<file path="src/rtl/cic_comb_decimator_if.sv">
// Sample stream bundle between the last integrator and the decimating comb section.
// master: upstream producer and output consumer; slave: the comb decimator.
interface cic_comb_decimator_if #(
  parameter int unsigned IW = 16,
  parameter int unsigned OW = 12
);
  logic signed [IW-1:0] i_data;
  logic                 i_ready;
  logic signed [OW-1:0] o_data;
  logic                 o_ready;

  modport master (output i_data, output i_ready, input o_data, input o_ready);
  modport slave  (input i_data, input i_ready, output o_data, output o_ready);
endinterface

</file>
<file path="src/rtl/cic_comb_decimator.sv">
// Decimating comb section of a CIC filter: keeps every R-th strobed sample and
// runs it through N pipelined comb stages (y = x - x[-M]) at IW-bit modular width.
// Optional build macro CIC_COMB_ROUND_EN: round-half-up (saturating) output
// reduction instead of plain truncation of the IW-OW dropped LSBs.
module cic_comb_decimator #(
  parameter int unsigned IW = 16,
  parameter int unsigned OW = 12,
  parameter int unsigned R  = 4,
  parameter int unsigned M  = 1,
  parameter int unsigned N  = 3
) (
  input  logic              i_clk,
  input  logic              i_reset,
  cic_comb_decimator_if.slave bus
);
  localparam int unsigned CW   = (R > 1) ? $clog2(R) : 1;
  localparam int unsigned DROP = IW - OW;

  logic [CW-1:0] cnt;
  logic          accept;
  logic [N-1:0]  vld;
  logic [N:0]    tok;
  logic [IW-1:0] chain [N+1];

  assign accept   = bus.i_ready && (cnt == CW'(R - 1));
  assign tok      = {vld, accept};
  assign chain[0] = bus.i_data;

  // Decimation counter, advances only on strobed edges
  always_ff @(posedge i_clk or posedge i_reset) begin
    if (i_reset) begin
      cnt <= '0;
    end else if (bus.i_ready) begin
      cnt <= accept ? '0 : cnt + CW'(1);
    end
  end

  // Valid token pipeline, one bit per comb stage
  always_ff @(posedge i_clk or posedge i_reset) begin
    if (i_reset) begin
      vld <= '0;
    end else begin
      vld <= tok[N-1:0];
    end
  end

  for (genvar k = 0; k < N; k++) begin : g_stage
    logic [IW-1:0] stg;
    logic [IW-1:0] dly [M];

    assign chain[k+1] = stg;

    // Comb stage: difference against the M-th previous input, then shift it in
    always_ff @(posedge i_clk or posedge i_reset) begin
      if (i_reset) begin
        stg <= '0;
        for (int j = 0; j < int'(M); j++) dly[j] <= '0;
      end else if (tok[k]) begin
        stg    <= chain[k] - dly[M-1];
        dly[0] <= chain[k];
        for (int j = 1; j < int'(M); j++) dly[j] <= dly[j-1];
      end
    end
  end

  assign bus.o_ready = vld[N-1];

  // Output width reduction from the last stage register
  if (DROP == 0) begin : g_full
    assign bus.o_data = chain[N];
  end else begin : g_reduce
`ifdef CIC_COMB_ROUND_EN
    localparam logic [IW-1:0] HALF = IW'(64'd1 << (DROP - 1));
    localparam logic [OW-1:0] OMAX = OW'((64'd1 << (OW - 1)) - 64'd1);
    logic [IW-1:0]   sum;
    logic            ovf;
    logic [DROP-1:0] unused_lsb;

    assign sum        = chain[N] + HALF;
    // Only a non-negative value can cross into the sign bit when adding HALF
    assign ovf        = !chain[N][IW-1] && sum[IW-1];
    assign unused_lsb = sum[DROP-1:0];
    assign bus.o_data = ovf ? OMAX : sum[IW-1 -: OW];
`else
    logic [DROP-1:0] unused_lsb;

    assign unused_lsb = chain[N][DROP-1:0];
    assign bus.o_data = chain[N][IW-1 -: OW];
`endif
  end
endmodule

</file>
<file path="src/flat_wrapper.sv">
// flat-port wrapper written by rule: the top's interface ports become plain ports
module cic_comb_decimator_flat 
#(
  parameter int unsigned IW = 16,
  parameter int unsigned OW = 12,
  parameter int unsigned R  = 4,
  parameter int unsigned M  = 1,
  parameter int unsigned N  = 3
)
  (i_clk, i_reset, bus_i_data, bus_i_ready, bus_o_data, bus_o_ready);
  cic_comb_decimator_if #(.IW(IW), .OW(OW)) bus_i ();
  input  logic i_clk;
  input  logic i_reset;
  input wire logic [$bits(bus_i.i_data)-1:0] bus_i_data;
  input wire logic [$bits(bus_i.i_ready)-1:0] bus_i_ready;
  output wire logic [$bits(bus_i.o_data)-1:0] bus_o_data;
  output wire logic [$bits(bus_i.o_ready)-1:0] bus_o_ready;
  assign bus_i.i_data = bus_i_data;
  assign bus_i.i_ready = bus_i_ready;
  assign bus_o_data = bus_i.o_data;
  assign bus_o_ready = bus_i.o_ready;
  cic_comb_decimator #(.IW(IW), .OW(OW), .R(R), .M(M), .N(N)) u_core (.i_clk(i_clk), .i_reset(i_reset), .bus(bus_i));
endmodule
</file>
<file path="config.mk">
export PLATFORM = sky130hd
export DESIGN_NAME = cic_comb_decimator_flat
export DESIGN_NICKNAME = d
export VERILOG_FILES = /design/src/rtl/cic_comb_decimator_if.sv /design/src/rtl/cic_comb_decimator.sv /design/src/flat_wrapper.sv
export SDC_FILE = /design/constraint.sdc
export NUM_CORES = 1
export LEC_CHECK = 0
export CAP_MARGIN = 25
export CORE_MARGIN = 1
export CORE_UTILIZATION = 30
export DETAILED_ROUTE_END_ITERATION = 7
export GPL_ROUTABILITY_DRIVEN = 0
export GPL_TIMING_DRIVEN = 1
export PLACE_DENSITY_LB_ADDON = 0.2
export SYNTH_ARGS = -nofsm -noshare
export SYNTH_HDL_FRONTEND = slang
export SYNTH_SLANG_ARGS = --single-unit
</file>
<file path="constraint.sdc">
create_clock -name i_clk -period 3.2 [get_ports i_clk]
set_input_delay 0.32 -clock i_clk [delete_from_list [all_inputs] [get_ports i_clk]]
set_output_delay 0.32 -clock i_clk [all_outputs]
set_load 0.1 [all_outputs]
</file>
==> results.py <==
metrics = {
    "status": {
        "status": "completed",
    },
    "setup_path": {
        "reg2reg_slack_ns": 0.92,
        "critPathLaunchType": "input port",
        "r2r-end": "u_core.g_stage[1].stg[12]",
        "critPathRequiredTime_ns": 3.46,
        "path_max_fanout": 3,
        "cp.arrival_ns": 2.64,
        "path_class": "in2reg",
        "crit_path_end": "u_core.g_stage[0].stg[8]",
        "reg2reg_from": "u_core.g_stage[1].dly[0]",
        "r2r_cells": 8,
        "worst_setup_path_end_kind": "flop",
        "startpoint": "bus_i_data[0]",
    },
    "place": {
        "dp_hpwl_mm": 8.26,
        "placed_cell_area_um2": 6360,
        "port_buffers": 31,
    },
    "logic_synthesis": {
        "synthXorXnorAreaFrac_pct": 4.55,
        "synth_flop_cell": "dfrtp_1",
        "synth_top_family_by_area": "compound AO/OA/AOI/OAI gates",
        "synth_adder_area_share_pct": 10.4,
        "syn_inst": 623,
        "synth_edf_count": 0,
        "syn_nets": 689,
        "muxShareOfSynthArea_pct": 5.39,
        "yosysWarnings": 0,
        "avgSynthCellArea_um2": 9.27,
        "netlist_area_um2": 5780,
        "async_flop_share_pct": 100,
        "synth-simple-area-share_pct": 13.4,
        "synth_compound_area_share_pct": 18.9,
        "ys_seq_area_share_pct": 42.0,
        "synth_seq_cells": 97,
        "synth_cell_types": 57,
    },
    "cells_and_area": {
        "num_antenna_cells": 0,
        "layout.nets": 717,
        "fin_util_pct": 35.4,
        "area_growth_pct": 14.9,
        "stdcell_area_um2": 6640,
        "drive_above_1_share_pct": 8.54,
    },
    "sta": {
        "finalSetupViolCount": 0,
        "tightest_slew_ns": 0.969,
        "hold_viol_final": 0,
        "tns_ns": 0,
        "timing.hold.ws_ns": 0.369,
        "grt_setup_unrepaired": "false",
        "finalClockSkew_ns": 0.00585,
        "fmax_mhz": 421,
        "slew_headroom_pct": 35.2,
        "slew_viol_final": 0,
        "min_period_over_period_pct": 74.3,
        "fin_crit_ns": 2.38,
    },
    "routing": {
        "wl_mm": 11.1,
        "vias_per_cell": 4.78,
        "first_pass_iters": 5,
        "route.detailed.drc": 0,
        "vias": 4251,
        "final_antenna_net_count": 0,
        "drt_iter0_drc": 211,
        "wl_per_cell_um": 12.5,
    },
    "job": {
        "maxCapViolCount": 0,
    },
    "cts": {
        "clock_latency_ns": 0.35,
        "cts_sinks": 97,
        "cts_resized": 0,
        "numCtsBuffers": 9,
        "cts_tree": "done",
        "max-clock-path-buffers": 2,
        "cts_hold_buf": 0,
        "clock-root-buffer": "clkbuf_16",
        "clk_pin_slew_worst_paths_ns": 0.07,
        "h-tree-depth": 3,
        "post_cts.repair.setup_buffers": 0,
    },
    "global_route": {
        "grt_pass1_wl_mm": 19.9,
        "grt-ovfl-total": 0,
        "grt_max_degree": 42,
        "grt_util_all_layers_pct": 12.3,
        "antenna_found_initial": 0,
        "grt_pass1_vias": 4215,
    },
    "floorplan": {
        "chipHeight_um": 141,
        "initial_core_util_pct": 30.8,
        "die-area_um2": 19800,
        "num_rows": 50,
        "dieWidth_um": 141,
        "io_pins": 32,
        "core_area_um2": 18800,
    },
    "worst_hold_path": {
        "min_path_type": "in2async",
    },
}
==> metrics by stage <==
stage / cells / setup WS, ns
2_1_floorplan: 623 / 0.346
3_3_place_gp: 874 / 0.533
4_1_cts: 890 / 0.883
6_report: 890 / 0.823
3_5_place_dp: 874 / 0.509
5_1_grt: 890 / 0.651
==> cells in the final DEF (no fill, tap or decap), drive strengths merged, types with 7 or more instances in the layout <==
master	n
o21a	9
a21oi	31
a211oi	10
clkbuf	12
dfrtp	97
mux2	25
o21ai	73
buf	8
ha	45
xnor2	16
nor2	22
nand2	88
clkdlybuf4s50	31
and3	10
xor2	14
inv	57
nand2b	10
nand3	13
o31ai	7
a21o	10
nor3	8
==> logic make-up (layout without fill, tap and decap cells) <==
group | count (synthesis) | count (layout)
AO/OA/AOI/OAI | 174 | 174
XOR/XNOR | 30 | 30
adder cells (fa/ha/maj) | 47 | 47
buffers and inverters | 79 | 112
flip-flops | 97 | 97
multiplexers | 28 | 28
AND/OR/NAND/NOR | 168 | 168
==> critical path, cell delays in order <==
cell	delay, ns
clkdlybuf4s50_1	0.46
inv_1	0.05
ha_1	0.22
fa_1	0.40
nand2b_1	0.18
a21oi_1	0.28
o21ai_1	0.14
a211oi_1	0.30
nor3_1	0.08
o31ai_1	0.20
==> how the worst min path moves through the flow <==
stage	cells past startpoint	slack, ns	startpoint	end
floorplan	0	0.35	u_core.vld[0]	u_core.vld[1]
global placement	1	0.46	u_core.g_stage[2].stg[4]	u_core.g_stage[2].stg[4]
detailed placement	1	0.47	u_core.g_stage[2].stg[4]	u_core.g_stage[2].stg[4]
CTS	2	0.40	i_reset	u_core.g_stage[2].dly[0]
global route	2	0.42	i_reset	u_core.g_stage[2].dly[0]
finish	2	0.37	i_reset	u_core.g_stage[2].dly[0]
==> flip-flops by register name (all words and copies together), names as in the netlist <==
| register | count |
|---|---|
| u_core.cnt | 2 |
| u_core.g_stage.dly | 48 |
| u_core.vld | 3 |
| u_core.g_stage.stg | 44 |
==> layout make-up <==
cell class / count / area, um2
multi-input combinational: 447 / 3050
clock inverter: 4 / 28.8
fill: 1931 / 12100
sequential: 97 / 2430
inverter: 57 / 216
timing repair buffer: 39 / 383
tap: 234 / 293
clock buffer: 12 / 246
==> synthesized netlist by cell type, types with 2 or more instances <==
cell type,instances,area [um2]
ha_1,45,563
nand4_1,4,25.0
a211oi_1,10,75.1
nand2b_1,10,62.6
o21bai_1,5,37.5
a21o_1,10,75.1
a211o_1,4,35.0
xor2_1,14,123
nand2_1,88,330
o21a_1,9,67.6
xnor2_1,16,140
o21ai_0,56,280
and3_1,9,56.3
o31a_1,2,17.5
mux2_2,25,282
a21oi_1,30,150
o21ai_1,16,80.1
nor2_1,22,82.6
o211a_1,2,20.0
inv_1,56,210
or4_1,2,15.0
nor3_1,7,35.0
clkbuf_1,20,75.1
o31ai_1,7,52.6
nor2b_1,2,12.5
o211ai_1,6,45.0
nand3b_1,2,15.0
a31oi_1,4,25.0
fa_1,2,40.0
mux2i_1,3,30.0
dfrtp_1,97,2430
nand3_1,13,65.1
==> per-layer routing <==
layer	GRT usage [%]	up-vias	share of wire, %
met3	3.29	13	3.3
met1	15.6	1945	50
met2	20.2	71	45
met4	3.95	0	1.5
li1	-	2222	-
met5	0	-	0
Power is not shown: default switching activity piles up to over one toggle a cycle in this logic, so the estimate is an artifact.
==> patch (same settings) <==
`OW` is set to 12 in 3 places; all go to 13.
--- a/src/rtl/cic_comb_decimator_if.sv
+++ b/src/rtl/cic_comb_decimator_if.sv
@@ -3,5 +3,5 @@
 interface cic_comb_decimator_if #(
   parameter int unsigned IW = 16,
-  parameter int unsigned OW = 12
+  parameter int unsigned OW = 13
 );
   logic signed [IW-1:0] i_data;
--- a/src/rtl/cic_comb_decimator.sv
+++ b/src/rtl/cic_comb_decimator.sv
@@ -5,5 +5,5 @@
 module cic_comb_decimator #(
   parameter int unsigned IW = 16,
-  parameter int unsigned OW = 12,
+  parameter int unsigned OW = 13,
   parameter int unsigned R  = 4,
   parameter int unsigned M  = 1,
--- a/src/flat_wrapper.sv
+++ b/src/flat_wrapper.sv
@@ -3,5 +3,5 @@
 #(
   parameter int unsigned IW = 16,
-  parameter int unsigned OW = 12,
+  parameter int unsigned OW = 13,
   parameter int unsigned R  = 4,
   parameter int unsigned M  = 1,
Interface: changed (resized bus_o_data); port bits go from 32 to 33. The function was not compared with the original's and may differ.
==> patch against the unedited design <==
  * Cell area increased by 1.9%
  * Clock skew about the same
  * Sequential share of layout area decreased by 0.31 points
  * Sequential cell count increased by 1
  * Routed wire length decreased by 0.32%
  * Synthesized area increased by 1.6%
  * Setup slack got worse by 0.15 ns
  * Largest cell class unchanged
Power is left out: the tool's default activity adds up to more than one toggle a clock period on the data nets, which glitch-free logic cannot reach.
==> patch: results (changes against the unedited design) <==
finish:
  inv_count: 59  # +3.5%
  seq_cell_count: 98  # +1.0%
  fill_cells: 1927  # -0.21%
  multi_input_area_share: 0.4566  # -0.002010
  fin_util: 0.3569  # +0.003098
  signal_buffers: 37  # -5.1%
  layout.nonclk_buf_frac: 0.05474  # -0.002916
  num-nets-final: 728  # +1.5%
  nClkBuffers: 11  # -1
drt:
  wl_met1_um: 5658  # +1.7%
  wirelength_um: 11050  # -0.32%
  vias: 4352  # +2.4%
  wl_met2_um: 4887  # -2.2%
  dr.first_iter.drc_count: 173  # -18%
  met3_length_um: 324  # -10%
sta:
  hold_ws_ns: 0.3830  # +0.01422 ns
grt:
  use_met1: 0.1545  # -0.001452
  grt_first_pass_wirelength_um: 19710  # -0.86%
  grt_max_degree: 56  # +33%
  grtUsageMet2: 0.1999  # -0.002513
setup_path:
  reg2reg_from: "u_core.g_stage[0].dly[0]$_DFFE_PP0P_"
  critPathArrivalTime_ns: 2.75  # +0.11 ns
synthesis:
  ys_types: 55  # -3.5%
  ys_top_cells_by_count: "dfrtp_1, nand2_1, o21ai_0, inv_1, ha_1"
run_status:
  run_status: "finished clean"
place:
  dp_hpwl_um: 8196  # -0.82%
## patch: cell types whose count changed after synthesis, moves of 4 or more
cell / unedited run / this run
a21oi_1: 30 / 36
and3_1: 9 / 5
clkbuf_1: 20 / 26
nand3_1: 13 / 8
nor2_1: 22 / 28
o21ai_0: 56 / 60
o31ai_1: 7 / 11
xor2_1: 14 / 10
## patch: kinds of logic (layout without fill, tap and decap cells)
| group | count (synthesis) | count (layout) | share of synthesized area |
|---|---|---|---|
| AO/OA/AOI/OAI | 189 | 189 | 0.2021 |
| AND/OR/NAND/NOR | 166 | 166 | 0.1288 |
| flip-flops | 98 | 98 | 0.4179 |
| buffers and inverters | 87 | 111 | 0.05565 |
| adder cells (fa/ha/maj) | 47 | 47 | 0.1028 |
| multiplexers | 28 | 28 | 0.05245 |
| XOR/XNOR | 27 | 27 | 0.04030 |
